<file path="src/rtl/processador_parametrizado_if.sv">
// Control/load/status bundle for processador_parametrizado.
// The master side loads memory and pulses start/step; the slave side is the core.
interface processador_parametrizado_if #(
  parameter int DATA_W = 8,
  parameter int ADDR_W = 4
);
  logic              start;
  logic              load_en;
  logic [ADDR_W-1:0] load_addr;
  logic [DATA_W-1:0] load_data;
  logic              step;
  logic [DATA_W-1:0] acc;
  logic [ADDR_W-1:0] pc;
  logic              carry;
  logic [DATA_W-1:0] out_port;
  logic              busy;
  logic              halted;

  modport master (
    output start, load_en, load_addr, load_data, step,
    input  acc, pc, carry, out_port, busy, halted
  );

  modport slave (
    input  start, load_en, load_addr, load_data, step,
    output acc, pc, carry, out_port, busy, halted
  );
endinterface

</file>
<file path="src/rtl/processador_parametrizado.sv">
// Accumulator CPU, 3 cycles per instruction (FETCH/DECODE/EXEC), 2^ADDR_W-word memory.
// Define PROCESSADOR_STEP_EN to park in WAIT after each instruction until a step pulse.
module processador_parametrizado #(
  parameter int DATA_W = 8,
  parameter int ADDR_W = 4
) (
  input  logic clock,
  input  logic reset,
  processador_parametrizado_if.slave bus
);
  localparam int DEPTH = 1 << ADDR_W;
  localparam int IR_W  = 4 + ADDR_W;

  typedef enum logic [2:0] {
    S_IDLE, S_FETCH, S_DECODE, S_EXEC, S_HALT
`ifdef PROCESSADOR_STEP_EN
    , S_WAIT
`endif
  } state_t;

  state_t            state_q;
  logic [DATA_W-1:0] acc_q, acc_d;
  logic [ADDR_W-1:0] pc_q, pc_d;
  logic              carry_q, carry_d;
  logic [DATA_W-1:0] out_q, out_d;
  logic [IR_W-1:0]   ir_q;
  logic [DATA_W-1:0] mdr_q;
  logic              busy_q, halted_q;
  logic [DATA_W-1:0] mem_q [DEPTH];

  logic [3:0]        opcode;
  logic [ADDR_W-1:0] operand;
  logic              idle_like;
  logic              mem_we;
  logic [ADDR_W-1:0] mem_waddr;
  logic [DATA_W-1:0] mem_wdata;

  assign opcode    = ir_q[IR_W-1:ADDR_W];
  assign operand   = ir_q[ADDR_W-1:0];
  assign idle_like = (state_q == S_IDLE) || (state_q == S_HALT);

`ifndef PROCESSADOR_STEP_EN
  logic unused_step;
  assign unused_step = bus.step;
`endif

  // Loader and STA share one write port; they can never collide since
  // loading is only honoured outside of execution.
  always_comb begin
    mem_we    = 1'b0;
    mem_waddr = bus.load_addr;
    mem_wdata = bus.load_data;
    if (idle_like && bus.load_en) begin
      mem_we = 1'b1;
    end else if (state_q == S_EXEC && opcode == 4'h2) begin
      mem_we    = 1'b1;
      mem_waddr = operand;
      mem_wdata = acc_q;
    end
  end

  // Memory is deliberately outside the reset domain so programs survive reset.
  always_ff @(posedge clock) begin
    if (mem_we) mem_q[mem_waddr] <= mem_wdata;
  end

  // EXEC datapath result
  always_comb begin
    acc_d   = acc_q;
    carry_d = carry_q;
    pc_d    = pc_q;
    out_d   = out_q;
    case (opcode)
      4'h1: acc_d = mdr_q;
      4'h3: {carry_d, acc_d} = {1'b0, acc_q} + {1'b0, mdr_q};
      4'h4: {carry_d, acc_d} = {1'b0, acc_q} - {1'b0, mdr_q};
      4'h5: acc_d = acc_q & mdr_q;
      4'h6: acc_d = acc_q | mdr_q;
      4'h7: acc_d = acc_q ^ mdr_q;
      4'h8: acc_d = {{(DATA_W-ADDR_W){1'b0}}, operand};
      4'h9: pc_d  = operand;
      4'hA: if (acc_q == '0) pc_d = operand;
      4'hB: if (carry_q)     pc_d = operand;
      4'hC: acc_d = ~acc_q;
      4'hD: {carry_d, acc_d} = {acc_q, 1'b0};
      4'hE: out_d = acc_q;
      default: ;
    endcase
  end

  always_ff @(posedge clock or posedge reset) begin
    if (reset) begin
      state_q  <= S_IDLE;
      acc_q    <= '0;
      pc_q     <= '0;
      carry_q  <= 1'b0;
      out_q    <= '0;
      ir_q     <= '0;
      mdr_q    <= '0;
      busy_q   <= 1'b0;
      halted_q <= 1'b0;
    end else begin
      case (state_q)
        S_IDLE, S_HALT: begin
          if (bus.start) begin
            state_q  <= S_FETCH;
            pc_q     <= '0;
            acc_q    <= '0;
            carry_q  <= 1'b0;
            busy_q   <= 1'b1;
            halted_q <= 1'b0;
          end
        end
        S_FETCH: begin
          ir_q    <= mem_q[pc_q][IR_W-1:0];
          pc_q    <= pc_q + ADDR_W'(1);
          state_q <= S_DECODE;
        end
        S_DECODE: begin
          mdr_q   <= mem_q[operand];
          state_q <= S_EXEC;
        end
        S_EXEC: begin
          acc_q   <= acc_d;
          carry_q <= carry_d;
          pc_q    <= pc_d;
          out_q   <= out_d;
          if (opcode == 4'hF) begin
            state_q  <= S_HALT;
            busy_q   <= 1'b0;
            halted_q <= 1'b1;
          end else begin
`ifdef PROCESSADOR_STEP_EN
            state_q <= S_WAIT;
`else
            state_q <= S_FETCH;
`endif
          end
        end
`ifdef PROCESSADOR_STEP_EN
        S_WAIT: if (bus.step) state_q <= S_FETCH;
`endif
        default: begin
          state_q  <= S_IDLE;
          busy_q   <= 1'b0;
          halted_q <= 1'b0;
        end
      endcase
    end
  end

  assign bus.acc      = acc_q;
  assign bus.pc       = pc_q;
  assign bus.carry    = carry_q;
  assign bus.out_port = out_q;
  assign bus.busy     = busy_q;
  assign bus.halted   = halted_q;
endmodule

</file>
<file path="src/flat_wrapper.sv">
// flat-port wrapper written by rule: the top's interface ports become plain ports
module processador_parametrizado_flat 
#(
  parameter int DATA_W = 8,
  parameter int ADDR_W = 4
)
  (clock, reset, bus_start, bus_load_en, bus_load_addr, bus_load_data, bus_step, bus_acc, bus_pc, bus_carry, bus_out_port, bus_busy, bus_halted);
  processador_parametrizado_if #(.DATA_W(DATA_W), .ADDR_W(ADDR_W)) bus_i ();
  input  logic clock;
  input  logic reset;
  input wire logic [$bits(bus_i.start)-1:0] bus_start;
  input wire logic [$bits(bus_i.load_en)-1:0] bus_load_en;
  input wire logic [$bits(bus_i.load_addr)-1:0] bus_load_addr;
  input wire logic [$bits(bus_i.load_data)-1:0] bus_load_data;
  input wire logic [$bits(bus_i.step)-1:0] bus_step;
  output wire logic [$bits(bus_i.acc)-1:0] bus_acc;
  output wire logic [$bits(bus_i.pc)-1:0] bus_pc;
  output wire logic [$bits(bus_i.carry)-1:0] bus_carry;
  output wire logic [$bits(bus_i.out_port)-1:0] bus_out_port;
  output wire logic [$bits(bus_i.busy)-1:0] bus_busy;
  output wire logic [$bits(bus_i.halted)-1:0] bus_halted;
  assign bus_i.start = bus_start;
  assign bus_i.load_en = bus_load_en;
  assign bus_i.load_addr = bus_load_addr;
  assign bus_i.load_data = bus_load_data;
  assign bus_i.step = bus_step;
  assign bus_acc = bus_i.acc;
  assign bus_pc = bus_i.pc;
  assign bus_carry = bus_i.carry;
  assign bus_out_port = bus_i.out_port;
  assign bus_busy = bus_i.busy;
  assign bus_halted = bus_i.halted;
  processador_parametrizado #(.DATA_W(DATA_W), .ADDR_W(ADDR_W)) u_core (.clock(clock), .reset(reset), .bus(bus_i));
endmodule
</file>
<file path="config.mk">
export PLATFORM = sky130hd
export DESIGN_NAME = processador_parametrizado_flat
export DESIGN_NICKNAME = d
export VERILOG_FILES = /design/src/rtl/processador_parametrizado_if.sv /design/src/rtl/processador_parametrizado.sv /design/src/flat_wrapper.sv
export SDC_FILE = /design/constraint.sdc
export NUM_CORES = 1
export LEC_CHECK = 0
export ABC_CLOCK_PERIOD_IN_PS = 5600
export CORE_MARGIN = 1
export CORE_UTILIZATION = 50
export CTS_CLUSTER_DIAMETER = 60
export DETAILED_ROUTE_END_ITERATION = 7
export PLACE_DENSITY = 0.78
export SETUP_SLACK_MARGIN = 0.5
export SLEW_MARGIN = 15
export SYNTH_ARGS = -nofsm -noshare
export SYNTH_HDL_FRONTEND = slang
export SYNTH_SLANG_ARGS = --single-unit
export TNS_END_PERCENT = 5
</file>
<file path="constraint.sdc">
create_clock -name clock -period 5.6 [get_ports clock]
set_input_delay 1.68 -clock clock [delete_from_list [all_inputs] [get_ports clock]]
set_output_delay 1.68 -clock clock [all_outputs]
set_load 0.05 [all_outputs]
</file>
==> metrics.md <==
| Metric | Value |
|---|---|
| Internal | `about 3.3 mW` |
| Critical path type | `reg -> out` |
| Period utilization | `70.46%` |
| Chip Width | `roughly 140 um` |
| Pwr per Cell Area | `551.2 nW/um^2` |
| EDFF count, synth | `between 100 and 150` |
| Share of power burned in combinational logic | `around half` |
| Met3 track utilization from global routing | `~4.8%` |
| Total Neg Setup Slack | `0 ns` |
| Proportion of synthesized flip-flops having asynchronous set or reset | `between 20% and 30%` |
| DRC Markers | `0` |
| Met2 track demand over resource in global routing | `a little over two fifths` |
| CP arrival | `2.27 ns` |
| Logic depth of the worst register-to-register path | `6` |
| RR Startpoint | `u_core.ir_q[4]$_DFFE_PP0P_` |
| Vias | `6299` |
| Main area contributors after synthesis | `edfxtp_1, mux4_2, dfrtp_1` |
| Nets in the synthesized netlist | `~730` |
| DR WL/cell | `around 25 um` |
| Post-CTS setup buffer count | `0` |
| Number of warnings printed during yosys synthesis | `0` |
| First-pass DRT Iterations | `7` |
| Mean instance size in the synthesized netlist | `around 14 um^2` |
| Net switching power of the design | `~2.4 mW` |
| Global route total overflow | `0` |
| Number of distinct library cell variants in the gate-level netlist after synthesis | `between 70 and 80` |
| Setup WS pre-CTS | `about 1.8 ns` |
| Most area-hungry cell type in the Yosys netlist | `edfxtp_1` |
| RSZ-0062 raised after global routing | `false` |
| Netlist area before placement | `between 9000 and 10000 um^2` |
| Destination of the critical timing path | `bus_pc[0]` |
| Count of cells resized by post-cts repair | `0` |
| Global routing usage on met1 | `about a third` |
| Height of the die | `138.9 um` |
| Slew at the pin closest to its max-slew limit | `1.050 ns` |
| Clock-pin slew of the registers on the worst-case setup and hold paths | `0.06 ns` |
| Number of DRC markers in iteration 0 | `between 700 and 800` |
| Final HPWL DP | `16.30 mm` |
| Post-Syn Instances | `slightly below 700` |
| Standard-cell row count | `49` |
| Aggregate global-route resource usage | `about a quarter` |
| Fraction of synthesized cell area taken by the top area cell type | `41.03%` |
| Sequential share of power | `between 30% and 40%` |
| Worst flop-to-flop path endpoint | `u_core.mem_q[4][7]$_DFFE_PP_` |
| CP max FO | `37` |
| Effective utilization at floorplan | `51.62%` |
| Max-cap violations | `0` |
| Area growth syn-to-layout | `11.46%` |
| GPL Wtd Cong | `around 0.95` |
| H-tree depth reported by CTS | `4` |
| Longest Clk Path Bufs | `2` |
| CTS root buffer | `clkbuf_16` |
| Setup slack of the worst register-to-register path | `~1.9 ns` |
| #FFs+latches synth | `170` |
| Number of nets with antenna violations after detailed routing | `0` |
| Critical path startpoint category | `register` |
| Peak-usage layer in the global routing report | `met2` |
| Relative slew slack | `between 20 and 30%` |
| Final setup fails | `0` |
| Clock tree from TritonCTS | `yes` |
| Series of cell instances along the critical path | `buf_4 -> clkdlybuf4s50_1` |
| Share of the yosys chip area belonging to registers | `around 52%` |
| Primary FF master, synth | `edfxtp_1` |
| Final net count | `between 700 and 800` |
| Port-buffer cells | `38` |
| Static Leakage | `3.677 nW` |
| Vias/cell | `roughly 6.6` |
| Fraction of layout instances using a drive strength above 1 | `19.86%` |
| Hold Fails Final Rpt | `0` |
| Slowest Stage Delay on Critical Path | `~0.93 ns` |
| Overall die area | `between 15000 and 20000 um^2` |
| CP required | `between 3 and 4 ns` |
| Cts bufs inserted | `17` |
| Final Power | `approximately 5.8 mW` |
| Synth cell count leaders | `edfxtp_1, mux4_2, nand2_1` |
| Global-route wire length before repair | `between 30 and 40 mm` |
| Switching fraction of total power | `a little over two fifths` |
| Worst Slack Setup Final | `about 1.7 ns` |
| Leading cell type by number of instances after synthesis | `edfxtp_1` |
| Clock network power share | `roughly a fifth` |
| Maximum vdd drop | `between 0.3 and 0.4 mV` |
| Count of pins over their slew limit | `0` |
| Io pins | `40` |
| Shortest clock period the worst path allows after layout | `between 3 and 4 ns` |
| Quantity of hold-fixing buffers added after cts | `0` |
| Outcome | `finished, final reports clean` |
| Total Routed Length | `about 24 mm` |
| Total core area | `about 18000 um^2` |
| Vias in the first global route | `6304` |
| Number of clock sinks | `170` |
| Highest achievable clock rate | `about 250 MHz` |
| Kind of end point of the critical path | `primary output` |
| Setup clock skew after layout | `0.01320 ns` |
| Highest-delay cell along the critical path | `clkdlybuf4s50_1` |
| Worst min path class | `reg -> reg` |
| Antenna violations before repair | `1` |
| Clock insertion delay at the later pin of the skew report | `0.43 ns` |
| Pin count of the biggest net entering global routing | `39` |
| Timing startpoint of the critical path | `u_core.bus.pc[0]$_DFFE_PP0P_` |
| Count of inserted antenna diode cells | `0` |
kinds of logic (layout without fill, tap and decap cells):
| group | count (synthesis) | after routing | synth area share, % |
|---|---|---|---|
| DFF | 170 | 170 | 52.25 |
| buffers and inverters | 79 | 119 | 4.234 |
| and+or+nand+nor | 151 | 151 | 7.427 |
| adders and majority gates | 28 | 28 | 3.900 |
| AOI/OAI and AO/OA | 152 | 152 | 10.55 |
| muxes | 95 | 95 | 21.17 |
| xor gates and xnor gates | 5 | 5 | 0.4675 |
worst max-delay path: cells and delay by family (launching register included):
kind,cells,cell delay [ns]
buffers and inverters,2,1.48
DFF,1,0.34
worst min path at each step:
stage,from,end,cells after the start
finish,u_core.bus.out_port[3]$_DFFE_PP0P_,u_core.bus.out_port[3]$_DFFE_PP0P_,1
global route,u_core.bus.out_port[1]$_DFFE_PP0P_,u_core.bus.out_port[1]$_DFFE_PP0P_,1
CTS,u_core.bus.out_port[3]$_DFFE_PP0P_,u_core.bus.out_port[3]$_DFFE_PP0P_,1
detailed placement,u_core.bus.out_port[3]$_DFFE_PP0P_,u_core.bus.out_port[3]$_DFFE_PP0P_,1
global placement,u_core.bus.out_port[6]$_DFFE_PP0P_,u_core.bus.out_port[6]$_DFFE_PP0P_,1
floorplan,u_core.state_q[2]$_DFFE_PP0N_,u_core.bus.halted$_DFFE_PP0P_,1
cells in the final DEF (no fill, tap or decap), types with 15 or more instances in the layout:
cell type          n
edfxtp_1         128
clkdlybuf4s50_1   38
clkbuf_16         17
mux4_2            74
ha_1              26
buf_4             17
inv_1             31
nand2_1           53
o21ai_1           15
o21ai_0           31
a21oi_1           37
dfrtp_1           40
nor2_1            46
registers in the layout, indices dropped and copies added, names as in the netlist:
signal	cells
u_core.mem_q	128
u_core.bus.acc	8
u_core.bus.out_port	8
u_core.ir_q	8
u_core.mdr_q	8
u_core.bus.pc	4
u_core.state_q	3
u_core.bus.busy	1
u_core.bus.carry	1
u_core.bus.halted	1
metrics by stage:
step / instances / hold slack, ns / util, % / cell area, um^2
5_1_grt: 949 / 0.5304 / 57.54 / 10440
4_1_cts: 949 / 0.5126 / 57.54 / 10440
2_1_floorplan: 680 / 0.5162 / - / 9368
3_3_place_gp: 919 / 0.4892 / 54.53 / 9896
3_5_place_dp: 919 / 0.4981 / 54.53 / 9896
6_report: 949 / 0.5076 / 57.54 / 10440
metal layers:
metal	vias up	part of all wire (%)
met1	3170	39
met2	359	50
li1	2716	-
met5	-	0.055
met4	2	2.5
met3	52	7.8
power by group through the flow:
stage                     sequential [mW]  combinational [mW]  clock (mW)
after floorplan                      1.90                2.01           0
after global placement               1.81                2.73           0
after detailed placement             1.82                2.79           0
after CTS                            1.80                2.80        1.13
after global routing                 1.83                3.03        1.17
final                                1.80                2.83        1.12
cell type report:
class	count	area, um^2
clock buffer	17	425.4
clock inverter	13	120.1
fill	1387	7706
inverter	34	127.6
multi-input combinational	431	4076
sequential	170	4897
tap	229	286.5
timing repair buffer	55	508.0
(Power assumes the default switching activity.)
